<file path="src/rtl/bg_sprite_compositor.sv">
`default_nettype none
// bg_sprite_compositor: maps VGA scan position to background/sprite RAM addresses and keys the sprite over the 2x background.
// Revision: 1.0
module bg_sprite_compositor #(
  parameter int          BG_W       = 320,
  parameter int          BG_H       = 240,
  parameter int          SPR_W      = 64,
  parameter int          SPR_H      = 64,
  parameter int          NUM_FRAMES = 4,
  parameter logic [11:0] KEY_COLOR  = 12'h0F0,
  parameter int          BG_AW      = 17,
  parameter int          SPR_AW     = 14
) (
  input  logic              clk,
  input  logic              reset,
  input  logic              pixel_tick,
  input  logic              video_on,
  input  logic [9:0]        pixel_x,
  input  logic [9:0]        pixel_y,
  input  logic [9:0]        spr_x,
  input  logic [9:0]        spr_y,
  input  logic [1:0]        frame_sel,
  input  logic              mirror,
  output logic [BG_AW-1:0]  bg_addr,
  output logic [SPR_AW-1:0] spr_addr,
  input  logic [11:0]       bg_data,
  input  logic [11:0]       spr_data,
  output logic [11:0]       rgb_out,
  output logic              rgb_valid
);

  localparam int         CW         = $clog2(SPR_W);
  localparam int         RW         = $clog2(SPR_H);
  localparam logic [1:0] LAST_FRAME = 2'(NUM_FRAMES - 1);

  if (BG_W * BG_H > (1 << BG_AW)) begin : g_bg_aw_check
    $error("BG_AW too narrow for BG_W*BG_H");
  end
  if (NUM_FRAMES * SPR_W * SPR_H > (1 << SPR_AW)) begin : g_spr_aw_check
    $error("SPR_AW too narrow for NUM_FRAMES*SPR_W*SPR_H");
  end

  logic [9:0]        sx_q, sx_d, sy_q, sy_d;
  logic [1:0]        fr_q, fr_d;
  logic              mir_q, mir_d;
  logic [BG_AW-1:0]  bg_addr_q, bg_addr_d;
  logic [SPR_AW-1:0] spr_addr_q, spr_addr_d;
  logic [11:0]       rgb_q, rgb_d;
  logic              rgb_valid_q, rgb_valid_d;
  logic              v1_q, v1_d, hit1_q, hit1_d, von1_q, von1_d;
  logic              v2_q, hit2_q, von2_q;

  logic              frame_start;
  logic [10:0]       dx, dy;
  logic              hit;
  logic [CW-1:0]     col;
  logic [BG_AW-1:0]  bg_calc;
  logic [SPR_AW-1:0] spr_calc;

  assign frame_start = pixel_tick && (pixel_x == 10'd0) && (pixel_y == 10'd0);

  // The _d shadow values are what the current pixel uses, so (0,0) sees the freshly latched state.
  always_comb begin
    sx_d  = sx_q;
    sy_d  = sy_q;
    fr_d  = fr_q;
    mir_d = mir_q;
    if (frame_start) begin
      sx_d  = spr_x;
      sy_d  = spr_y;
      fr_d  = (frame_sel > LAST_FRAME) ? LAST_FRAME : frame_sel;
      mir_d = mirror;
    end
  end

  always_comb begin
    dx       = {1'b0, pixel_x} - {1'b0, sx_d};
    dy       = {1'b0, pixel_y} - {1'b0, sy_d};
    hit      = video_on && !dx[10] && (dx < 11'(SPR_W)) && !dy[10] && (dy < 11'(SPR_H));
    col      = mir_d ? (CW'(SPR_W - 1) - dx[CW-1:0]) : dx[CW-1:0];
    bg_calc  = BG_AW'(pixel_y[9:1]) * BG_AW'(BG_W) + BG_AW'(pixel_x[9:1]);
    spr_calc = SPR_AW'(fr_d) * SPR_AW'(SPR_W * SPR_H)
             + SPR_AW'(dy[RW-1:0]) * SPR_AW'(SPR_W)
             + SPR_AW'(col);
  end

  always_comb begin
    bg_addr_d   = (pixel_tick && video_on) ? bg_calc : bg_addr_q;
    spr_addr_d  = (pixel_tick && hit) ? spr_calc : spr_addr_q;
    v1_d        = pixel_tick;
    hit1_d      = pixel_tick && hit;
    von1_d      = pixel_tick && video_on;
    rgb_valid_d = v2_q;
    rgb_d       = rgb_q;
    if (v2_q) begin
      if (!von2_q)
        rgb_d = 12'h000;
      else if (hit2_q && (spr_data != KEY_COLOR))
        rgb_d = spr_data;
      else
        rgb_d = bg_data;
    end
  end

  always_ff @(posedge clk) begin
    if (reset) begin
      sx_q        <= '0;
      sy_q        <= '0;
      fr_q        <= '0;
      mir_q       <= 1'b0;
      bg_addr_q   <= '0;
      spr_addr_q  <= '0;
      rgb_q       <= '0;
      rgb_valid_q <= 1'b0;
      v1_q        <= 1'b0;
      hit1_q      <= 1'b0;
      von1_q      <= 1'b0;
      v2_q        <= 1'b0;
      hit2_q      <= 1'b0;
      von2_q      <= 1'b0;
    end else begin
      sx_q        <= sx_d;
      sy_q        <= sy_d;
      fr_q        <= fr_d;
      mir_q       <= mir_d;
      bg_addr_q   <= bg_addr_d;
      spr_addr_q  <= spr_addr_d;
      rgb_q       <= rgb_d;
      rgb_valid_q <= rgb_valid_d;
      v1_q        <= v1_d;
      hit1_q      <= hit1_d;
      von1_q      <= von1_d;
      v2_q        <= v1_q;
      hit2_q      <= hit1_q;
      von2_q      <= von1_q;
    end
  end

  assign bg_addr   = bg_addr_q;
  assign spr_addr  = spr_addr_q;
  assign rgb_out   = rgb_q;
  assign rgb_valid = rgb_valid_q;

endmodule
`default_nettype wire

</file>
<file path="config.mk">
export PLATFORM = sky130hd
export DESIGN_NAME = bg_sprite_compositor
export DESIGN_NICKNAME = d
export VERILOG_FILES = /design/src/rtl/bg_sprite_compositor.sv
export SDC_FILE = /design/constraint.sdc
export NUM_CORES = 1
export LEC_CHECK = 0
export CELL_PAD_IN_SITES_DETAIL_PLACEMENT = 2
export CELL_PAD_IN_SITES_GLOBAL_PLACEMENT = 2
export CORE_UTILIZATION = 29
export DETAILED_ROUTE_END_ITERATION = 8
export PLACE_DENSITY_LB_ADDON = 0.1
export REMOVE_ABC_BUFFERS = 1
export SKIP_LAST_GASP = 1
export SYNTH_ARGS = -nofsm -noshare
export SYNTH_HDL_FRONTEND = slang
export SYNTH_SLANG_ARGS = --single-unit
export TNS_END_PERCENT = 1
</file>
<file path="constraint.sdc">
create_clock -name clk -period 6 [get_ports clk]
set_input_delay 0.9 -clock clk [delete_from_list [all_inputs] [get_ports clk]]
set_output_delay 0.9 -clock clk [all_outputs]
set_load 0.05 [all_outputs]
</file>
Yosys cells after proc, flatten, opt, wreduce, memory -nomap -nowiden

Index checks and enable logic that the tools add are counted.

Add/subtract/negate cells: 6
$mul: 1
Order comparisons: 3
Equality and inequality tests: 1
Mux-type cells: 8
Reductions and logical operators: 13

Operators by type and width:

| cell                                                   | number |
|---|---|
| two-way mux 12 bit                                     | 2 |
| < comparator 11 x 7 -> 1 bit, second input constant    | 2 |
| subtractor 10 x 10 -> 11 bit                           | 2 |
| logical NOT 10 bit                                     | 2 |
| two-way mux 10 bit                                     | 2 |
| adder 17 x 9 -> 17 bit                                 | 1 |
| adder 14 x 12 -> 14 bit                                | 1 |
| adder 14 x 6 -> 14 bit                                 | 1 |
| inequality test 12 x 8 -> 1 bit, second input constant | 1 |
| multiplier 9 x 3 -> 11 bit, second input constant      | 1 |
| logical AND 1 bit                                      | 9 |
| two-way mux 6 bit                                      | 1 |
| subtractor 6 bit, first input constant                 | 1 |
| two-way mux 2 bit                                      | 2 |
| greater-than comparator 2 bit, second input constant   | 1 |
| logical NOT 1 bit                                      | 2 |
| two-way mux 1 bit                                      | 1 |

Register bits after elaboration: 73
Input port bits: 71
Output and inout bits: 44

Depth between registers and ports, before layout

Depth in word-level cells: 11
Depth in mapped cells: 16
Mapped depth without buffers: 13

Worst setup path after synthesis

Ideal clock, no wire load.

Kind: in2reg
Start point: input pixel_x[1]
End point: register spr_addr_q[12], in the netlist spr_addr[12]
Library setup time: 121 ps
Arrival: 5266 ps
Required time: 5879 ps
Slack: 613 ps
Stages on the path: 15
Path buffers: 4
Cell sequence: or4_1 -> nor4_2 -> buf_2 -> buf_2 -> mux2i_1 -> ha_1 -> buf_6 -> nor2b_4 -> a32oi_1 -> o211ai_1 -> or4b_4 -> or3_1 -> buf_6 -> nor3_4 -> mux2_2

Cells in the longest elaborated chain, start to end: 11

Ends and longest elaborated chain:

| what                                                                             | line | source |
|---|---|---|
| start: declaration                                                               | 18   | `input logic [9:0] pixel_x,` |
| parallel branches: the longest is 11 deep, another holds adder 14 x 12 -> 14 bit | --   |  |
| end signal: assignment                                                           | 127  | `spr_addr_q <= spr_addr_d;` |
| end: declaration                                                                 | 47   | `logic [SPR_AW-1:0] spr_addr_q, spr_addr_d;` |

Several ways; the timed one is not identified.
A chain may end at the register's enable or synchronous reset.

Final worst setup path

Start point: input pixel_tick
End point: register spr_addr_q[12], in the netlist spr_addr[12]

RTL lines:

| what                                                                            | line | source |
|---|---|---|
| start: declaration                                                              | 16   | `input logic pixel_tick,` |
| logical AND 1 bit * (2 in series)                                               | 60   | `assign frame_start = pixel_tick && (pixel_x == 10'd0) && (pixel_y == 10'd0);` |
| two-way mux 10 bit *                                                            | 68   | `if (frame_start) begin` |
| net sy_d[0]                                                                     | 43   | `logic [9:0] sx_q, sx_d, sy_q, sy_d;` |
| subtractor 10 x 10 -> 11 bit *                                                  | 78   | `dy = {1'b0, pixel_y} - {1'b0, sy_d};` |
| parallel branches: the longest is 4 deep, another holds adder 14 x 12 -> 14 bit | --   |  |

Mark *: on every way through the listed nets, which the timed path passes.

==> PnR_summary.wiki <==
{| class="wikitable"
! Metric !! Value
|-
| Net count, final || 739
|-
| Worst-path clk slew || 60 ps
|-
| Number of H-tree levels || 3
|-
| Largest net degree at the start of global routing || 48
|-
| # setup viols final || 0
|-
| Final worst slack || 481 ps
|-
| Detailed-router iteration count before antenna repair || 4
|-
| Cell area reported after detailed placement || 0.00581 mm2
|-
| Slew Limit Headroom || 38.9%
|-
| Chip Height || 126 um
|-
| Number of hold violations in the final report || 0
|-
| Pin slew with the least headroom to its limit || 917 ps
|-
| # port buffers || 114
|-
| Library cell contributing the largest single delay on the critical path || sky130_fd_sc_hd__clkdlybuf4s50_1
|-
| CP endpoint kind || flop
|-
| Leakage dissipation || 2.29 nW
|-
| Count of pins over their slew limit || 0
|-
| Die width || 126 um
|-
| Sum of routed wire length over all layers || 15.1 mm
|-
| Post-synth EDFFs || 0
|-
| Clock root cell || sky130_fd_sc_hd__clkbuf_16
|-
| Worst min path class || flop to flop
|-
| Hold WS || 448 ps
|-
| Boundary Pins || 115
|-
| Number of buffers inserted to repair setup after CTS || 0
|-
| Core Rows || 44
|-
| CTS Hold Bufs || 0
|-
| Worst slack, placed || 68.0 ps
|-
| Post-synthesis register bit count || 73
|-
| Shortest clock period the worst path allows after layout || 5520 ps
|-
| Crit path required time || 6230 ps
|-
| Arrival time reported for the critical path endpoint || 5750 ps
|-
| Placeable core region || 0.0148 mm2
|-
| Post-cts resize count || 0
|-
| Number of diodes added for antenna fixing || 0
|-
| Die area || 0.0158 mm2
|-
| Startpoint Class || input pin
|-
| TritonCTS clock tree || done
|-
| Result of the run || complete, no violations
|-
| Detailed Route Iter0 Violations || 116
|-
| Cell variety after synth || 61
|-
| Fin crit share || 92.0%
|-
| Synth area leader || sky130_fd_sc_hd__dfxtp_1
|-
| Proportion of layout cells with a drive suffix above 1 || 6.66%
|-
| Peak supply drop || 0.134 mV
|-
| Effective utilization at floorplan || 30.1%
|-
| CTS buffer count || 9
|-
| Design Area, Final || 0.00612 mm2
|-
| Via count of the first global-routing pass || 4,598
|-
| Number of antenna violations at the first check in global routing || 0
|-
| Netlist area before placement || 0.00444 mm2
|-
| Clock net sink count || 73
|-
| Prevailing post-synth register cell || sky130_fd_sc_hd__dfxtp_1
|-
| Post-route clock skew || 6.04 ps
|-
| GPL Wtd Cong || 0.789
|-
| Overall track demand over capacity in global routing || 20.0%
|-
| Area growth from synthesis to layout || 38.0%
|-
| First-pass GRT wire length || 24.6 mm
|-
| Setup TNS || 0 ps
|-
| Clock buffer depth || 2
|-
| Unrepaired setup endpoints after global routing || no
|-
| Gate Count Post-Synth || 512
|-
| Dominant cell by count in the synthesized netlist || sky130_fd_sc_hd__dfxtp_1
|-
| Seq/Total Area, Yosys || 32.9%
|-
| Cell type with the highest occurrence count on the critical path || sky130_fd_sc_hd__mux2_2
|-
| Total overflow reported by the global router || 0
|-
| Overall via count from detail_route || 4,169
|-
| Total of warnings raised by yosys || 0
|-
| Total power divided by cell area || 225 mW/mm2
|-
| Later-pin clock latency in the skew report || 350 ps
|-
| Top-area cell type share of the netlist area || 32.9%
|-
| Async S/R FF share, synth || 0%
|-
| Mean instance size in the synthesized netlist || 8.67 um2
|-
| Max incr delay on CP || 580 ps
|-
| Most common library cells after synthesis || sky130_fd_sc_hd__dfxtp_1, sky130_fd_sc_hd__nor2_1, sky130_fd_sc_hd__a21oi_1, sky130_fd_sc_hd__ha_1, sky130_fd_sc_hd__nand2_1
|-
| Sequence of cells on the critical path || clkdlybuf4s50_1 > nor4b_1 > nand4_1 > nor4_4 > buf_12 > mux2_2 > ha_1 > fa_1 > nor2b_1 > o31a_1 > nor4_1 > a2111o_1 > or3_1 > nor3_4 > mux2_2
|-
| Biggest fanout along the worst timing path || 16
|-
| Number of DRC violations after detailed routing || 0
|-
| Via count normalized by instance count || 5.12
|-
| HPWL reported at the end of detailed placement || 11.8 mm
|-
| Post-detailed-route wirelength per cell || 18.5 um
|-
| Number of nets with antenna violations after routing || 0
|-
| Top post-synthesis cells by area || sky130_fd_sc_hd__dfxtp_1, sky130_fd_sc_hd__ha_1, sky130_fd_sc_hd__mux2i_1, sky130_fd_sc_hd__nor2_1, sky130_fd_sc_hd__a21oi_1
|-
| Maximum achievable frequency || 0.181 GHz
|-
| Critical setup path kind || input pin to flop
|-
| Max-cap violations || 0
|}
-- logic make-up after synthesis --
group | synth area share [%]
compound gates | 16.5
xor+xnor | 5.04
fa+ha+maj | 12.2
buf+inv | 4.17
flops | 32.9
mux | 9.19
simple gates | 20.0
-- sequential cells by signal, indices dropped and copies added, names as in the netlist, 2 cells and up --
register,flops
rgb_out,12
spr_addr,14
sy_q,10
sx_q,10
fr_q,2
bg_addr,17
-- worst max-delay path, delay by kind of cell --
family,cells,cell delay [ps]
AND/OR/NAND/NOR,7,2020
adder cells (fa/ha/maj),2,630
AO/OA/AOI/OAI,2,630
multiplexers,2,740
buffers and inverters,2,800
-- power breakdown --
group / switching [W] / internal (W) / total, W
Sequential: 0.00000459 / 0.000494 / 0.000499
Combinational: 0.000166 / 0.000130 / 0.000296
Clock: 0.000219 / 0.000362 / 0.000581
Total: 0.000390 / 0.000986 / 0.00138
-- cells in the final DEF, fill, tap and decap left out, types with 6 or more instances in the layout --
cell and n:
sky130_fd_sc_hd__a211oi_1 13, sky130_fd_sc_hd__a21oi_1 46, sky130_fd_sc_hd__a31oi_1 6, sky130_fd_sc_hd__buf_4 12
sky130_fd_sc_hd__clkbuf_16 9, sky130_fd_sc_hd__clkdlybuf4s50_1 113, sky130_fd_sc_hd__dfxtp_1 73, sky130_fd_sc_hd__ha_1 37
sky130_fd_sc_hd__inv_1 20, sky130_fd_sc_hd__mux2_2 6, sky130_fd_sc_hd__mux2i_1 34, sky130_fd_sc_hd__nand2_1 35
sky130_fd_sc_hd__nand4_1 8, sky130_fd_sc_hd__nor2_1 72, sky130_fd_sc_hd__nor2b_1 12, sky130_fd_sc_hd__nor3_1 10
sky130_fd_sc_hd__o21a_1 7, sky130_fd_sc_hd__o21ai_0 12, sky130_fd_sc_hd__o31ai_1 6, sky130_fd_sc_hd__xnor2_1 17
sky130_fd_sc_hd__xor2_1 6
-- final cells by class --
type                    count  area (um2)
inverters                  20        75.1
fillers                  1625        8630
clock buffers              10         229
well taps                 184         230
clock inverters             5        81.3
multi-input cells         396        2800
flip-flops and latches     73        1460
repair buffers            127        1250
-- through the flow --
| step | cells | utilization, % | power (W) |
|---|---|---|---|
| final | 815 | 41.5 | 0.00138 |
| after global routing | 815 | 41.5 | 0.00144 |
| after CTS | 815 | 41.5 | 0.00139 |
| after detailed placement | 800 | 39.4 | 0.000807 |
| after global placement | 800 | 39.4 | 0.000799 |
| after floorplan | 489 | - | 0.000676 |
-- metal layers --
layer  wire length [um]  share of wire [%]  vias to the layer above  track usage, %
met1               6970                 46                     2024            24.5
met3                513                3.4                       14            4.04
met2               7410                 49                       76            35.3
met4                197                1.3                        0            5.60
met5                  0                  0                        -               0
li1                   -                  -                     2055               -
-- path summary, 6_finish.rpt --
path	start	endpoint	slack (ps)	cells past startpoint
worst max-delay path	pixel_tick	spr_addr[12]	480	15
worst min-delay path	hit1_q	hit2_q	450	1
worst max register to register	sy_q[0]	spr_addr[12]	2610	10
worst min register to register	hit1_q	hit2_q	450	1
Power figures use the tool's default switching activity.
